**config.mk**
```make
export PLATFORM = sky130hd
export DESIGN_NAME = fifo_flops_cfg
export DESIGN_NICKNAME = d
export VERILOG_FILES = /design/src/rtl/fifo_pkg.sv /design/src/rtl/fifo_ptr.sv /design/src/rtl/fifo_flops_cfg.sv
export SDC_FILE = /design/constraint.sdc
export NUM_CORES = 1
export LEC_CHECK = 0
export CAP_MARGIN = 40
export CORE_ASPECT_RATIO = 0.7
export CORE_MARGIN = 4
export CORE_UTILIZATION = 56
export DETAILED_ROUTE_END_ITERATION = 8
export DONT_BUFFER_PORTS = 1
export PLACE_DENSITY = 0.71
export SLEW_MARGIN = 20
export SYNTH_ARGS = -nofsm -noshare
export SYNTH_HDL_FRONTEND = slang
export SYNTH_SLANG_ARGS = --single-unit
```
**constraint.sdc**
```tcl
create_clock -name clk -period 6.3 [get_ports clk]
set_input_delay 1.26 -clock clk [delete_from_list [all_inputs] [get_ports clk]]
set_output_delay 1.26 -clock clk [all_outputs]
set_load 0.01 [all_outputs]
```
**src/rtl/fifo_pkg.sv**
```systemverilog
// Shared types and helpers for the flop-based FIFO family.
// No logic; pure declarations.
package fifo_pkg;

    typedef enum logic {
        FIFO_DROP      = 1'b0,
        FIFO_OVERWRITE = 1'b1
    } fifo_mode_e;

    function automatic int fifo_cnt_w(input int depth);
        return $clog2(depth + 1);
    endfunction

endpackage

```
**src/rtl/fifo_ptr.sv**
```systemverilog
// Modulo-DEPTH pointer; advances on inc, wraps DEPTH-1 -> 0.
// Registered output, 1-cycle update; no backpressure (caller gates inc).
module fifo_ptr #(
    parameter int DEPTH = 16,
    parameter int PW    = $clog2(DEPTH)
) (
    input  logic          clk,
    input  logic          rst,
    input  logic          inc,
    output logic [PW-1:0] ptr
);

    always_ff @(posedge clk or negedge rst) begin
        if (!rst) begin
            ptr <= '0;
        end else if (inc) begin
            ptr <= (ptr == PW'(DEPTH - 1)) ? '0 : ptr + PW'(1);
        end
    end

endmodule

```
**src/rtl/fifo_flops_cfg.sv**
```systemverilog
// Flop-array synchronous FIFO, first-word fall-through, occupancy count and sticky errors.
// 1-cycle write-to-read; no ready/valid: pushes when full drop or overwrite per MODE, pops when empty are ignored.
module fifo_flops_cfg
    import fifo_pkg::*;
#(
    parameter int         DEPTH    = 16,
    parameter int         BITS     = 16,
    parameter int         AF_LEVEL = DEPTH - 2,
    parameter int         AE_LEVEL = 2,
    parameter fifo_mode_e MODE     = FIFO_DROP
) (
    input  logic                         clk,
    input  logic                         rst,
    input  logic [BITS-1:0]              Din,
    input  logic                         push,
    input  logic                         pop,
    output logic [BITS-1:0]              Dout,
    output logic                         pndng,
    output logic                         full,
    output logic                         almost_full,
    output logic                         almost_empty,
    output logic [fifo_cnt_w(DEPTH)-1:0] count,
    input  logic                         err_clr,
    output logic                         overflow,
    output logic                         underflow
);

    localparam int CW = fifo_cnt_w(DEPTH);
    localparam int PW = $clog2(DEPTH);

    if (DEPTH < 2) begin : g_bad_depth
        $error("fifo_flops_cfg: DEPTH must be >= 2");
    end
    if (BITS < 1) begin : g_bad_bits
        $error("fifo_flops_cfg: BITS must be >= 1");
    end
    if (AF_LEVEL < 1 || AF_LEVEL > DEPTH) begin : g_bad_af
        $error("fifo_flops_cfg: AF_LEVEL out of range 1..DEPTH");
    end
    if (AE_LEVEL < 0 || AE_LEVEL > DEPTH - 1) begin : g_bad_ae
        $error("fifo_flops_cfg: AE_LEVEL out of range 0..DEPTH-1");
    end

    logic [BITS-1:0] mem [DEPTH];
    logic [PW-1:0]   wr_ptr;
    logic [PW-1:0]   rd_ptr;
    logic            empty;
    logic            do_pop;
    logic            do_push;
    logic            ovw;
    logic            ovf_set;
    logic            unf_set;

    assign empty = (count == '0);
    assign full  = (count == CW'(DEPTH));

    // A push into a full FIFO is accepted only if a pop frees a slot or the oldest entry is sacrificed.
    assign ovf_set = push & full & ~pop;
    assign unf_set = pop & empty;
    assign ovw     = ovf_set & (MODE == FIFO_OVERWRITE);
    assign do_pop  = pop & ~empty;
    assign do_push = push & (~full | do_pop | ovw);

    fifo_ptr #(.DEPTH(DEPTH), .PW(PW)) u_wr_ptr (
        .clk (clk),
        .rst (rst),
        .inc (do_push),
        .ptr (wr_ptr)
    );

    fifo_ptr #(.DEPTH(DEPTH), .PW(PW)) u_rd_ptr (
        .clk (clk),
        .rst (rst),
        .inc (do_pop | ovw),
        .ptr (rd_ptr)
    );

    always_ff @(posedge clk) begin
        if (do_push) begin
            mem[wr_ptr] <= Din;
        end
    end

    always_ff @(posedge clk or negedge rst) begin
        if (!rst) begin
            count     <= '0;
            overflow  <= 1'b0;
            underflow <= 1'b0;
        end else begin
            if (do_push && !do_pop && !full) begin
                count <= count + CW'(1);
            end else if (do_pop && !do_push) begin
                count <= count - CW'(1);
            end
            // A new error in the same cycle as err_clr wins.
            overflow  <= ovf_set | (overflow & ~err_clr);
            underflow <= unf_set | (underflow & ~err_clr);
        end
    end

    assign Dout         = empty ? '0 : mem[rd_ptr];
    assign pndng        = ~empty;
    assign almost_full  = (count >= CW'(AF_LEVEL));
    assign almost_empty = (count <= CW'(AE_LEVEL));

endmodule

```
==> results_dict.tcl, run 1 <==
set metrics [dict create \
    wire_per_inst_um 26.9 \
    p_comb_frac 0.278 \
    insertedDiodeCount 0 \
    reg2reg_slack_ns 3.25 \
    required_ns 5.04 \
    cts-root-buf "clkbuf_16" \
    finalPower_uw 5200 \
    grt_max_degree 40 \
    ys_seq_elements 271 \
    slew_violations 0 \
    synth-simple-area-share 0.0384 \
    synth_cells 515 \
    setup_viol_count_final 0 \
    period_share 0.689 \
    crit_arrival_ns 3.08 \
    ys_top_cells_by_area "edfxtp_1 (71%), mux4_2 (13%), dfrtp_1 (3.5%)" \
    io_buffers 0 \
    path_class "flop to output pin" \
    wl_met3_mm 1.34 \
    wl_met1_mm 9.34 \
    drc_errors 0 \
    rows 42 \
    ios 48 \
    p_int_uw 3640 \
    status "finished, final reports clean" \
    vias 5065 \
    rsz0062_at_grt "no" \
    cpPeakStageDelay_ns 0.91 \
    avgSynthCellArea_um2 21.0 \
    die_y_um 124 \
    dp_cells 757 \
    cts_hold_buf 0 \
    yosys_warnings 0 \
    core-area_mm2 0.0189 \
    synth.largest_area_cell "edfxtp_1" \
    final_cells 802 \
    grtUsageTotal 0.209 \
    clock_sinks 271 \
    vias_per_cell 6.32 \
    max_freq_mhz 230 \
    fin_nets 573 \
    drt.antenna.violating_nets 0 \
    dp_hpwl_mm 13.2 \
    clkLatencyLatePin_ns 0.51 \
    die_w_um 174 \
    synth_top_family_by_area "multiplexers" \
    start_kind "flop" \
    yosysSeqAreaShare 0.747 \
    die_area_mm2 0.0216 \
    cts_buffers 25 \
    hold_class "primary input to async pin" \
    finClkSkew_ns 0.00998 \
    cts-htree-levels 1 \
    power.share.clock 0.266 \
    cts_resized 0 \
    synth_compound_area_frac 0.0321 \
    antenna_found_initial 0 \
    cts_buffer_depth 3 \
    tightest_slew_ns 0.822 \
    path_buf_inv 1 \
    syn_nets 545 \
    leakage_uw 0.00398 \
    grt_remaining_overflow 0 \
    utilization 0.633 \
    max_slew_margin 0.438 \
    critical_path.cell_chain "buf_4 > mux4_2 > mux2i_1 > nor2_1 > a211o_1" \
    synth.distinct_cells 42 \
    first_global_vias 5229 \
    cp_max_fo 39 \
    slowest_stage "dfrtp_4" \
    hold_violations 0 \
    synth_fa_ha_area_frac 0.0111 \
    grt_pass1_wl_mm 33.3 \
    drive_gt1_frac 0.225 \
    postLayoutSetupSlackWorst_ns 1.96 \
    top_layer "met4" \
    drt-initial-drc-count 449 \
    synth_top_area_frac 0.712 \
    synth_area_mm2 0.0108 \
    clk_pin_slew_ns 0.07 \
    fin_tns_setup_ns 0 \
    dr.pass1.iters 5 \
    gp_congestion 0.740 \
    synth-xor-area-share 0.00406 \
    cpLargestDelayFamily "flip-flops" \
    p_per_area_mw_per_mm2 434 \
    postCtsSetupBuffers 0 \
    switchingPower_uw 1560 \
    cts_tree "done" \
    start_util 0.571 \
    met2_length_mm 10.6 \
    peakVddDrop_v 0.000284 \
    p_sw_frac 0.299 \
    end_kind "output pin" \
    drv_cap 0 \
    detailedPlace.worstSlack_ns 2.40 \
    drt_wl_total_mm 21.6 \
    post-route-min-period_ns 4.34 \
    area_delta_synth_final_pct 10.9 \
    p_seq_frac 0.456 \
    synth.mux.area_fraction 0.154 \
]
==> cells in the mapped netlist (all sizes together) <==
master / n
edfxtp: 256
mux4: 64
nor2: 19
mux2i: 18
buf: 17
nor2b: 17
a211o: 16
dfrtp: 15
o21ai: 12
and3: 11
and2: 10
ha: 8
clkbuf: 5
inv: 5
nand2: 5
a21o: 4
mux2: 4
nand3: 4
nand2b: 3
xnor2: 3
a21oi: 2
nand3b: 2
nor3: 2
o211ai: 2
xor2: 2
a2111oi: 1
a311oi: 1
a32o: 1
fa: 1
nor4: 1
o21a: 1
o32ai: 1
o41ai: 1
or4: 1
==> power groups by stage <==
stage          clock network [uW]  logic (uW)  registers (uW)
5_1_grt                      1500        1560            2400
3_3_place_gp                    0        1330            2430
6_report                     1380        1450            2370
2_1_floorplan                   0        1190            2280
3_5_place_dp                    0        1440            2420
4_1_cts                      1410        1450            2380
==> kinds of logic after synthesis <==
logic type | after synthesis
multiplexers | 86
buffers and inverters | 27
AO/OA/AOI/OAI | 42
adder cells (fa/ha/maj) | 9
flip-flops | 271
XOR/XNOR | 5
AND/OR/NAND/NOR | 75
==> cells in the final DEF (no fill, tap or decap), types with 2 or more instances in the layout <==
master,count
inv_1,5
mux4_2,64
nand3b_1,2
nor2b_1,17
buf_4,12
o21ai_4,2
a211o_1,16
edfxtp_1,256
clkinv_1,5
clkbuf_1,9
clkinv_2,3
nand2b_1,3
clkbuf_16,25
a21o_1,4
dfrtp_1,13
ha_1,8
nand2_1,4
a21oi_1,2
and3_1,11
nand3_1,4
o21ai_1,3
nor2_1,19
buf_8,8
xor2_1,2
and2_1,10
nor3_1,2
xnor2_1,3
mux2_1,4
mux2i_1,18
o21ai_0,6
==> cell type report <==
cell class              count  area [um2]
flip-flops and latches    271        8070
clock buffers              34         659
multi-input cells         217        2590
repair buffers             23         269
fillers                  1287        6940
well taps                 242         303
inverters                   5        18.8
clock inverters            10        71.3
==> layer usage <==
layer | vias to the layer above | global-route usage
met5 | - | 0
met4 | 0 | 0.0376
met3 | 25 | 0.0379
met2 | 150 | 0.345
met1 | 2712 | 0.305
li1 | 2178 | -
==> through the flow <==
| step | area, um2 | hold WS, ns |
|---|---|---|
| 2_1_floorplan | 10800 | 0.524 |
| 3_3_place_gp | 11100 | 0.565 |
| 3_5_place_dp | 11200 | 0.569 |
| 4_1_cts | 12000 | 0.416 |
| 5_1_grt | 12000 | 0.409 |
| 6_report | 12000 | 0.437 |
==> state kept, by name, indices dropped and copies added (netlist names) <==
| name | cells |
|---|---|
| underflow | 1 |
| u_rd_ptr.ptr | 4 |
| overflow | 1 |
| count | 5 |
| u_wr_ptr.ptr | 4 |
| mem | 256 |
==> worst paths after layout <==
check                                  endpoint            start  cells past startpoint
worst min register to register        underflow        underflow                      1
max in group asynchronous       u_rd_ptr.ptr[0]              rst                      0
worst max register to register         count[4]         count[1]                      7
worst min-delay path            u_wr_ptr.ptr[3]              rst                      0
worst max-delay path                    Dout[4]  u_rd_ptr.ptr[0]                      5
min in group clk                      underflow        underflow                      1
(Power assumes the default switching activity.)
==> run 2: changes to the inputs <==
--- a/config.mk
+++ b/config.mk
@@ -11,7 +11,7 @@
 export CORE_UTILIZATION = 56
 export DETAILED_ROUTE_END_ITERATION = 8
 export DONT_BUFFER_PORTS = 1
-export PLACE_DENSITY = 0.71
+export PLACE_DENSITY = 0.74
 export SLEW_MARGIN = 20
 export SYNTH_ARGS = -nofsm -noshare
 export SYNTH_HDL_FRONTEND = slang
==> constraint.sdc (replaced) <==
create_clock -name clk -period 3.61 [get_ports clk]
set_input_delay 0.722 -clock clk [delete_from_list [all_inputs] [get_ports clk]]
set_output_delay 0.722 -clock clk [all_outputs]
set_load 0.01 [all_outputs]
==> run 2 against run 1 <==
Register-to-register slack got worse by 2.7 ns. Combinational power increased by 80%. Power increased by 77%. Sequential power increased by 73%. Non-clock buffer count increased by 3. Hold slack got worse by 0.14 ns. Sequential cell count unchanged. Clock power increased by 82%. Via count increased by 0.81%.
==> results_dict.tcl, run 2 (same netlist as run 1, synthesis figures left out) <==
set metrics [dict create \
    status "finished, final reports clean" \
    setup_viol_count_final 0 \
    finClkSkew_ns 0.0140 \
    leakage_uw 0.00403 \
    max_freq_mhz 290 \
    core-area_mm2 0.0189 \
    antenna_found_initial 0 \
    hold_violations 0 \
    rsz0062_at_grt "no" \
    end_kind "output pin" \
    clkLatencyLatePin_ns 0.52 \
    vias 5106 \
    drt-initial-drc-count 439 \
    ios 48 \
    start_util 0.571 \
    drc_errors 0 \
    rows 42 \
    start_kind "flop" \
    cp_max_fo 15 \
    wire_per_inst_um 26.6 \
    drt_wl_total_mm 21.5 \
    path_class "flop to output pin" \
    dp_cells 759 \
    die_area_mm2 0.0216 \
    drv_cap 0 \
    period_share 0.955 \
    postCtsSetupBuffers 0 \
    post-route-min-period_ns 3.45 \
    dr.pass1.iters 5 \
    gp_congestion 0.779 \
    final_common_cell "edfxtp_1" \
    reg_top3 "mem x256, count x5" \
    largest_register "mem" \
    grtUsageTotal 0.206 \
    peakVddDrop_v 0.000522 \
    insertedDiodeCount 0 \
    max_slew_margin 0.386 \
    die_y_um 124 \
    cts-root-buf "clkbuf_16" \
    p_per_area_mw_per_mm2 763 \
    crit_arrival_ns 2.73 \
    hold_class "primary input to flop" \
    die_w_um 174 \
    grt_max_degree 31 \
    cts_buffer_depth 3 \
    required_ns 2.89 \
    slew_violations 0 \
    largest_reg_flops 256 \
    final_cells 807 \
    grt_remaining_overflow 0 \
    first_global_vias 5235 \
    clk_pin_slew_ns 0.07 \
    cts-htree-levels 1 \
    drive_gt1_frac 0.234 \
    cts_buffers 25 \
    cts_tree "done" \
    area_delta_synth_final_pct 12.1 \
    io_buffers 0 \
    tightest_slew_ns 0.898 \
    drt.antenna.violating_nets 0 \
    mostFrequentLayoutCells "edfxtp_1 (256), mux4_2 (64), clkbuf_16 (25), nor2_1 (19), mux2i_1 (18)" \
    dp_hpwl_mm 12.9 \
    grt_pass1_wl_mm 32.9 \
    clock_sinks 271 \
    vias_per_cell 6.33 \
    fin_nets 576 \
    fin_tns_setup_ns 0 \
]
## run 2: cell count changes in the layout (fill, tap and decap cells not counted), sizes merged
cell	before	now
inv	5	6
clkinvlp	1	0
dlygate4sd3	0	1
clkinv	8	12
clkbuf	34	31
buf	23	25
bufinv	1	2
## run 2: area by class of cell
cell class | count | area (um2)
flip-flops and latches | 271 | 8070
fillers | 1247 | 6820
multi-input cells | 217 | 2600
clock buffers | 31 | 648
repair buffers | 26 | 337
well taps | 242 | 303
clock inverters | 15 | 125
inverters | 5 | 18.8
## run 2: worst paths after layout
check	from	endpoint	slack [ns]	cells past startpoint
setup / recovery	count[1]	Dout[13]	0.16	5
hold / removal	Din[8]	mem[9][8]	0.29	0
setup reg to reg	count[1]	count[4]	0.57	7
hold reg to reg	underflow	underflow	0.59	1
max in group asynchronous	rst	u_rd_ptr.ptr[0]	2.83	2
min in group asynchronous	rst	count[0]	0.60	2
## run 2: per-layer routing
metal | vias up | global-route usage | wire [um]
met1 | 2710 | 0.295 | 9150
li1 | 2189 | - | -
met2 | 176 | 0.344 | 10600
met4 | 0 | 0.0450 | 328
met3 | 31 | 0.0349 | 1390
met5 | - | 0 | 0
## run 2: power by group
group | internal (uW) | leakage [uW] | total, uW | switching [uW]
Combinational | 1280 | 0.00116 | 2610 | 1330
Sequential | 3780 | 0.00249 | 4110 | 329
Clock | 1420 | 0.000381 | 2510 | 1090
Total | 6470 | 0.00403 | 9230 | 2760
## run 2: timing repair
action                                 4_1_cts  5_1_grt
gates resized for setup                      0        1
setup endpoints to repair                    0       10
endpoints found under the hold margin       15        0
hold buffers                                 1        0
## run 2: worst max-delay path, stage by stage, from the launching register on
cell	delay (ns)
dfrtp_1	0.53
or4_1	0.78
o21ai_4	0.19
buf_4	0.31
nor2b_1	0.11
a211o_1	0.29
## run 2: through the flow
stage	hold WS, ns	setup slack, ns	power (uW)	util	instance area (um2)
after floorplan	0.426	1.01	6050	-	10800
after CTS	0.274	0.0663	9300	0.638	12100
after global routing	0.271	0.0326	9670	0.640	12100
after global placement	0.427	0.623	6650	0.587	11100
after detailed placement	0.427	0.627	6780	0.597	11300
final	0.292	0.162	9230	0.640	12100
